**src/rtl/autoconfig_host.sv**
```systemverilog
// Zorro II AutoConfig initiator: runs 68000-style cycles at $E8xxxx, reads each board's identity
// nibbles, then assigns an aligned base in the Zorro II window or shuts the board up.
module autoconfig_host #(
  parameter int         DTACK_TIMEOUT = 64,
  parameter int         MAX_BOARDS    = 7,
  parameter logic [7:0] WINDOW_HI     = 8'hA0
) (
  input  logic        MB_CLK,
  input  logic        RESET,
  input  logic        START,
  input  logic [7:0]  ALLOC_BASE,
  output logic        BUS_AS,
  output logic        BUS_UDS,
  output logic        BUS_LDS,
  output logic        BUS_RW,
  output logic [22:0] BUS_ADDR,
  output logic [3:0]  DATA_OUT,
  output logic        DATA_OE,
  input  logic [3:0]  DATA_IN,
  input  logic        BUS_DTACK,
  output logic        BUSY,
  output logic        DONE,
  output logic [2:0]  BOARD_COUNT,
  output logic        ERR,
  output logic [7:0]  LAST_TYPE,
  output logic [7:0]  LAST_PRODUCT,
  output logic [15:0] LAST_MFG
);

  localparam int CW = $clog2(DTACK_TIMEOUT) + 1;

  typedef enum logic [2:0] {
    B_IDLE, B_ADDR, B_ASSERT, B_WAIT, B_LATCH, B_END, B_REL
  } bus_state_t;

  typedef enum logic [3:0] {
    S_IDLE, S_PROBE, S_READ_ID, S_DECIDE, S_ASSIGN_LO, S_ASSIGN_HI, S_SHUTUP, S_NEXT, S_FINISH
  } state_t;

  // Bus cycle engine state
  bus_state_t    bst_q, bst_d;
  logic [CW-1:0] cnt_q, cnt_d;
  logic          to_q, to_d;
  logic [22:0]   addr_q, addr_d;
  logic          rw_q, rw_d;
  logic [3:0]    wdata_q, wdata_d;
  logic [3:0]    rdata_q, rdata_d;

  // Enumeration state
  state_t      st_q, st_d;
  logic [2:0]  rd_idx_q, rd_idx_d;
  logic [7:0]  type_q, type_d;
  logic [7:0]  prod_q, prod_d;
  logic [15:0] mfg_q, mfg_d;
  logic [7:0]  base_q, base_d;
  logic [7:0]  next_base_q, next_base_d;
  logic [2:0]  count_q, count_d;
  logic [2:0]  shut_q, shut_d;
  logic        err_q, err_d;

  // Request from the enumeration FSM to the engine
  logic        bus_req;
  logic [6:0]  req_idx;
  logic        req_rw;
  logic [3:0]  req_wdata;
  logic        bus_done;
  logic [6:0]  rd_word;

  logic [8:0]  units;
  logic [8:0]  aligned;
  logic [9:0]  alloc_end;
  logic        fits;
  logic        as_active;

  // ---------------------------------------------------------------- bus engine
  always_ff @(posedge MB_CLK or negedge RESET) begin
    if (!RESET) begin
      bst_q   <= B_IDLE;
      cnt_q   <= '0;
      to_q    <= 1'b0;
      addr_q  <= '0;
      rw_q    <= 1'b1;
      wdata_q <= '0;
      rdata_q <= '0;
    end else begin
      bst_q   <= bst_d;
      cnt_q   <= cnt_d;
      to_q    <= to_d;
      addr_q  <= addr_d;
      rw_q    <= rw_d;
      wdata_q <= wdata_d;
      rdata_q <= rdata_d;
    end
  end

  always_comb begin
    bst_d   = bst_q;
    cnt_d   = cnt_q;
    to_d    = to_q;
    addr_d  = addr_q;
    rw_d    = rw_q;
    wdata_d = wdata_q;
    rdata_d = rdata_q;
    unique case (bst_q)
      B_IDLE: begin
        if (bus_req) begin
          bst_d   = B_ADDR;
          addr_d  = {8'hE8, 8'h00, req_idx};
          rw_d    = req_rw;
          wdata_d = req_wdata;
          to_d    = 1'b0;
        end
      end
      B_ADDR: bst_d = B_ASSERT;
      B_ASSERT: begin
        // cnt tracks cycles with /AS low, so the ASSERT cycle counts as the first
        bst_d = B_WAIT;
        cnt_d = CW'(1);
      end
      B_WAIT: begin
        if (!BUS_DTACK) begin
          bst_d = B_LATCH;
        end else if (cnt_q == CW'(DTACK_TIMEOUT - 1)) begin
          to_d  = 1'b1;
          bst_d = B_END;
        end else begin
          cnt_d = cnt_q + CW'(1);
        end
      end
      B_LATCH: begin
        if (rw_q) rdata_d = DATA_IN;
        bst_d = B_END;
      end
      B_END: bst_d = B_REL;
      B_REL: begin
        bst_d = B_IDLE;
        rw_d  = 1'b1;
      end
      default: bst_d = B_IDLE;
    endcase
  end

  assign as_active = (bst_q == B_ASSERT) || (bst_q == B_WAIT) || (bst_q == B_LATCH);
  assign bus_done  = (bst_q == B_REL);

  assign BUS_AS   = ~as_active;
  assign BUS_UDS  = ~as_active;
  assign BUS_LDS  = 1'b1;
  assign BUS_RW   = rw_q;
  assign BUS_ADDR = addr_q;
  assign DATA_OUT = wdata_q;
  // Data stays driven through END; released during the REL idle cycle
  assign DATA_OE  = ~rw_q && (bst_q != B_IDLE) && (bst_q != B_REL);

  // ---------------------------------------------------------------- allocation math
  always_comb begin
    unique case (type_q[2:0])
      3'b000:  units = 9'd128;
      3'b001:  units = 9'd1;
      3'b010:  units = 9'd2;
      3'b011:  units = 9'd4;
      3'b100:  units = 9'd8;
      3'b101:  units = 9'd16;
      3'b110:  units = 9'd32;
      default: units = 9'd64;
    endcase
  end

  assign aligned   = ({1'b0, next_base_q} + units - 9'd1) & ~(units - 9'd1);
  assign alloc_end = {1'b0, aligned} + {1'b0, units};
  assign fits      = (type_q[7:6] == 2'b11) && (alloc_end <= {2'b00, WINDOW_HI});

  always_comb begin
    unique case (rd_idx_q)
      3'd0:    rd_word = 7'h01;
      3'd1:    rd_word = 7'h02;
      3'd2:    rd_word = 7'h03;
      3'd3:    rd_word = 7'h08;
      3'd4:    rd_word = 7'h09;
      3'd5:    rd_word = 7'h0A;
      default: rd_word = 7'h0B;
    endcase
  end

  // ---------------------------------------------------------------- enumeration FSM
  always_ff @(posedge MB_CLK or negedge RESET) begin
    if (!RESET) begin
      st_q        <= S_IDLE;
      rd_idx_q    <= '0;
      type_q      <= '0;
      prod_q      <= '0;
      mfg_q       <= '0;
      base_q      <= '0;
      next_base_q <= '0;
      count_q     <= '0;
      shut_q      <= '0;
      err_q       <= 1'b0;
    end else begin
      st_q        <= st_d;
      rd_idx_q    <= rd_idx_d;
      type_q      <= type_d;
      prod_q      <= prod_d;
      mfg_q       <= mfg_d;
      base_q      <= base_d;
      next_base_q <= next_base_d;
      count_q     <= count_d;
      shut_q      <= shut_d;
      err_q       <= err_d;
    end
  end

  always_comb begin
    st_d        = st_q;
    rd_idx_d    = rd_idx_q;
    type_d      = type_q;
    prod_d      = prod_q;
    mfg_d       = mfg_q;
    base_d      = base_q;
    next_base_d = next_base_q;
    count_d     = count_q;
    shut_d      = shut_q;
    err_d       = err_q;
    bus_req     = 1'b0;
    req_idx     = 7'h00;
    req_rw      = 1'b1;
    req_wdata   = 4'h0;
    unique case (st_q)
      S_IDLE: begin
        if (START) begin
          st_d        = S_PROBE;
          count_d     = '0;
          shut_d      = '0;
          err_d       = 1'b0;
          type_d      = '0;
          prod_d      = '0;
          mfg_d       = '0;
          next_base_d = ALLOC_BASE;
        end
      end
      S_PROBE: begin
        bus_req = 1'b1;
        if (bus_done) begin
          if (to_q) begin
            st_d = S_FINISH;
          end else begin
            type_d   = {rdata_q, type_q[3:0]};
            rd_idx_d = '0;
            st_d     = S_READ_ID;
          end
        end
      end
      S_READ_ID: begin
        bus_req = 1'b1;
        req_idx = rd_word;
        if (bus_done) begin
          if (to_q) begin
            err_d = 1'b1;
            st_d  = S_FINISH;
          end else begin
            // Product and manufacturer nibbles are stored inverted on the card
            unique case (rd_idx_q)
              3'd0:    type_d = {type_q[7:4], rdata_q};
              3'd1:    prod_d = {~rdata_q, prod_q[3:0]};
              3'd2:    prod_d = {prod_q[7:4], ~rdata_q};
              3'd3:    mfg_d  = {~rdata_q, mfg_q[11:0]};
              3'd4:    mfg_d  = {mfg_q[15:12], ~rdata_q, mfg_q[7:0]};
              3'd5:    mfg_d  = {mfg_q[15:8], ~rdata_q, mfg_q[3:0]};
              default: mfg_d  = {mfg_q[15:4], ~rdata_q};
            endcase
            if (rd_idx_q == 3'd6) st_d = S_DECIDE;
            else                  rd_idx_d = rd_idx_q + 3'd1;
          end
        end
      end
      S_DECIDE: begin
        if (fits) begin
          base_d = aligned[7:0];
          st_d   = S_ASSIGN_LO;
        end else begin
          err_d = 1'b1;
          st_d  = S_SHUTUP;
        end
      end
      S_ASSIGN_LO: begin
        bus_req   = 1'b1;
        req_idx   = 7'h25;
        req_rw    = 1'b0;
        req_wdata = base_q[3:0];
        if (bus_done) begin
          if (to_q) begin
            err_d = 1'b1;
            st_d  = S_FINISH;
          end else begin
            st_d = S_ASSIGN_HI;
          end
        end
      end
      S_ASSIGN_HI: begin
        bus_req   = 1'b1;
        req_idx   = 7'h24;
        req_rw    = 1'b0;
        req_wdata = base_q[7:4];
        if (bus_done) begin
          if (to_q) begin
            err_d = 1'b1;
            st_d  = S_FINISH;
          end else begin
            next_base_d = alloc_end[7:0];
            count_d     = count_q + 3'd1;
            st_d        = S_NEXT;
          end
        end
      end
      S_SHUTUP: begin
        bus_req = 1'b1;
        req_idx = 7'h26;
        req_rw  = 1'b0;
        if (bus_done) begin
          if (to_q) begin
            st_d = S_FINISH;
          end else begin
            shut_d = shut_q + 3'd1;
            st_d   = S_NEXT;
          end
        end
      end
      S_NEXT: begin
        if (({1'b0, count_q} + {1'b0, shut_q}) == 4'(MAX_BOARDS)) st_d = S_FINISH;
        else                                                       st_d = S_PROBE;
      end
      S_FINISH: st_d = S_IDLE;
      default:  st_d = S_IDLE;
    endcase
  end

  assign BUSY         = (st_q != S_IDLE) && (st_q != S_FINISH);
  assign DONE         = (st_q == S_FINISH);
  assign BOARD_COUNT  = count_q;
  assign ERR          = err_q;
  assign LAST_TYPE    = type_q;
  assign LAST_PRODUCT = prod_q;
  assign LAST_MFG     = mfg_q;

endmodule

```
**config.mk**
```make
export PLATFORM = sky130hd
export DESIGN_NAME = autoconfig_host
export DESIGN_NICKNAME = d
export VERILOG_FILES = /design/src/rtl/autoconfig_host.sv
export SDC_FILE = /design/constraint.sdc
export NUM_CORES = 1
export LEC_CHECK = 0
export CELL_PAD_IN_SITES_DETAIL_PLACEMENT = 0
export CELL_PAD_IN_SITES_GLOBAL_PLACEMENT = 2
export CORE_ASPECT_RATIO = 1.5
export CORE_MARGIN = 1.5
export CORE_UTILIZATION = 30
export DETAILED_ROUTE_END_ITERATION = 10
export PLACE_DENSITY = 0.73
export SYNTH_ARGS = -nofsm -noshare
export SYNTH_HDL_FRONTEND = slang
export SYNTH_SLANG_ARGS = --single-unit
```
**constraint.sdc**
```tcl
create_clock -name MB_CLK -period 5.72 [get_ports MB_CLK]
set_input_delay 0.572 -clock MB_CLK [delete_from_list [all_inputs] [get_ports MB_CLK]]
set_output_delay 0.572 -clock MB_CLK [all_outputs]
set_load 0.01 [all_outputs]
```
==> summary.txt <==
Global routing
  • First-pass GRT wire length: 25.4 mm
  • Met2 usage: 31.3%
  • Vias in the first global route: 4636
  • GRT Resource Usage Total: 17.1%
  • Met3 usage: 3.04%
  • Met1 Use GR: between 15 and 20%
  • Initial antenna violation count: 0
  • GR Overflow Total: 0
  • Maximum number of pins on one net before global-route repair: approximately 60
  • GRT busiest layer: met2

Floorplan
  • Die Height: 167 µm
  • Core Rows: 60
  • Die W: 113 µm
  • Number of I/O pins: between 80 and 90
  • Die area: 18900 µm²
  • CORE AREA: 17800 µm²
  • Starting density of the core: 30.4%

Logic synthesis
  • Seq cells post-synth: 87
  • Syn Inst Count: 608
  • Fraction of registers with async set/reset: 100%
  • Post-Syn Area per Cell: around 8.9 µm²
  • Syn. warnings: 0
  • Number of synthesized flops with an enable pin: 0
  • Yosys top cell area share: 39.8%
  • Seq/Total Area, Yosys: 40.3%
  • Top post-synthesis cells by area: dfrtp_1 40%, ha_1 7.6%, o21ai_0 4.8%, inv_1 4.0%, nor2_1 3.6%
  • Area of the mapped netlist: 5410 µm²
  • Area leader, netlist: dfrtp_1
  • Synth cell types: 62
  • Dominant synthesized flop cell: dfrtp_1

Pwr
  • Clock Power Share: between 10% and 20%
  • Peak VDD IR: 0.186 mV
  • P_sw: 1.58 mW
  • Switching share of power: between 40% and 50%
  • Share of total power in combinational logic: a little over half
  • Seq pwr share: between 20% and 30%
  • P_int: 1.96 mW
  • Lkg Pwr: about 3 nW
  • Final Power: 3.54 mW
  • Pwr per Cell Area: 539 nW/µm²

Clocking
  • Clock transition at path regs: approximately 70 ps
  • Number of CTS-inserted buffers: 9
  • Clock buffer depth: 2
  • H-tree depth: 3
  • Clk Latency, worst-skew pair: 340 ps
  • Clk sink count: 87
  • CTS tree: yes
  • Root Driver: clkbuf_16

Critical path
  • Worst setup path start: LAST_TYPE[2]
  • CP Data Required Time: roughly 5900 ps
  • Max stage delay on crit path: 600 ps
  • CP max stage cell: dfrtp_1
  • Crit-path cells: inv_1 -> nand2_1 -> ha_1 -> inv_1 -> ha_1 -> inv_1 -> fa_1 -> nor2b_1 -> nor4b_2 -> ha_1 -> and4b_1 -> a211o_1 -> a221oi_2 -> o21ai_0 -> a211oi_1 -> o21bai_1 -> a211oi_4 -> buf_12 -> mux2_2
  • Setup crit end kind: flop
  • CP startpoint kind: flop
  • FF-to-FF Start: LAST_TYPE[2]
  • Critical Path AT: roughly 5400 ps
  • Crit Path Category: flop to flop
  • Critical Path Fanout Max: 14

Cells and area
  • Final-stage net count: between 700 and 800
  • Commonest non-fill, non-tap cell in the layout: dfrtp_1
  • Share of layout cells above drive strength 1: 6.89%
  • Area growth, synth to finish: 21.4%
  • Fin cells: 885
  • Non-Filler Cell Area, Final: 6570 µm²
  • Most frequent cells in the layout: 85 x dfrtp_1, 69 x clkdlybuf4s50_1, 57 x inv_1
  • N_diodes: 0
  • Fill cells: around 1900

Route
  • Total length of routed wires: 15.5 mm
  • Drt initial violations: 186
  • Drt wl/cell: ~18 µm
  • Post-route DRC: 0
  • Vias: 4530
  • Routed vias/inst: between 5 and 6
  • Pre-Repair DR Iteration Count: 4
  • Remaining antenna violation count after routing: 0

Timing
  • TNS Setup: 0 ps
  • Final Setup Violations: 0
  • Minimum clock period: 5130 ps
  • Unrepaired setup endpoints after global routing: false
  • Final max-slew violation count: 0
  • Hold Vio Cnt, Final: 0
  • Final Cycle Share: approximately 90%
  • Relative slew slack: 30.5%
  • Final Skew: around 11 ps
  • Max Fclk: slightly below 200 MHz
  • Worst-Margin Slew: ~1000 ps

Placed design
  • Gpl congestion: 0.913
  • Placed Area: 6220 µm²
  • Detailed placer's ending HPWL: 12.0 mm
  • Buffers on Ports: 70
  • DP Cell Count: 868

Worst hold path
  • Worst hold path class: input port to async pin

Job
  • Max-Cap Viols: 0

Outcome
  • Status: complete, no violations
state kept, by name (all words and copies together), names as in the netlist:
register,cells
cnt_q,7
LAST_TYPE,8
bst_q,3
DATA_OUT,4
rd_idx_q,3
shut_q,3
LAST_PRODUCT,8
next_base_q,8
rdata_q,4
BOARD_COUNT,3
LAST_MFG,16
base_q,8
st_q,4
to_q,1
BUS_RW,1
BUS_ADDR,5
ERR,1
power groups by stage:
stage / Clock [mW] / Combinational, mW / Sequential (mW)
final: 0.645 / 1.92 / 0.970
after global routing: 0.692 / 2.14 / 1.00
after CTS: 0.664 / 1.93 / 0.970
after detailed placement: 0 / 1.91 / 0.978
after global placement: 0 / 1.89 / 0.970
after floorplan: 0 / 1.34 / 0.899
metrics by stage:
| stage | worst slack [ps] | util [%] | hold slack (ps) |
|---|---|---|---|
| after floorplan | 964 | - | 276 |
| after global placement | 415 | 34.9 | 467 |
| after detailed placement | 225 | 34.9 | 480 |
| after CTS | 206 | 36.8 | 166 |
| after global routing | 79.6 | 36.9 | 174 |
| final | 587 | 36.9 | 157 |
cells in the mapped netlist (all sizes together) (4+ instances only):
cell type / number
xor2: 7
a21o: 5
nor2: 52
nand2b: 9
or3: 6
dfrtp: 86
and3: 6
a211oi: 5
a32o: 4
a22oi: 6
inv: 57
ha: 33
nand3: 28
o21ai: 53
o31ai: 4
o211ai: 6
nand2: 41
a21oi: 29
xnor2: 9
and2: 7
a22o: 11
o21a: 4
nor4: 4
mux2: 15
nor2b: 6
buf: 24
nor3: 23
mux2i: 7
clkbuf: 21
cell families (layout without fill, tap and decap cells):
group           after synthesis  in the layout  synth area share, %
flops                        87             87                 40.3
fa+ha+maj                    35             35                 8.37
xor+xnor                     16             16                 2.59
other cells                   2             15                0.139
buf+inv                     102            149                 8.58
mux                          22             22                 4.42
simple gates                194            194                 17.3
compound gates              150            150                 18.3
final cells by class:
type	instances	area (µm²)	area share, %
Inverter	57	214	3.26
Multi-Input combinational cell	432	2820	43.0
Clock inverter	5	81.3	1.24
Clock buffer	11	243	3.70
Timing Repair Buffer	76	756	11.5
Tap cell	217	272	4.13
Sequential cell	87	2180	33.2
what timing repair did:
item	4_1_cts	5_1_grt
gates resized for setup	0	2
hold buffers	0	0
setup endpoints to repair	0	9
hold endpoints to repair	0	0
setup buffers	0	1
worst max-delay path, delay by kind of cell (launching register included):
family | cells | cell delay [ps]
AOI/OAI and AO/OA | 6 | 1550
adders and majority gates | 4 | 1140
buffers and inverters | 4 | 470
DFF | 1 | 600
muxes | 1 | 340
and+or+nand+nor | 4 | 910
path summary, 6_finish.rpt:
path / endpoint / depth (start not counted) / slack, ps
worst max register to register: base_q[0] / 19 / 590
min in group MB_CLK: DATA_OUT[2] / 2 / 490
max in group asynchronous: LAST_TYPE[1] / 2 / 4380
worst min-delay path: LAST_MFG[9] / 1 / 160
worst min register to register: DATA_OUT[2] / 2 / 490
worst max-delay path: base_q[0] / 19 / 590
per-layer routing:
layer  up-vias  wire (µm)
met1      2195       6230
met4         0        403
met2       102       8240
met5         -          0
li1       2207          -
met3        26        631
Power figures use the tool's default switching activity.
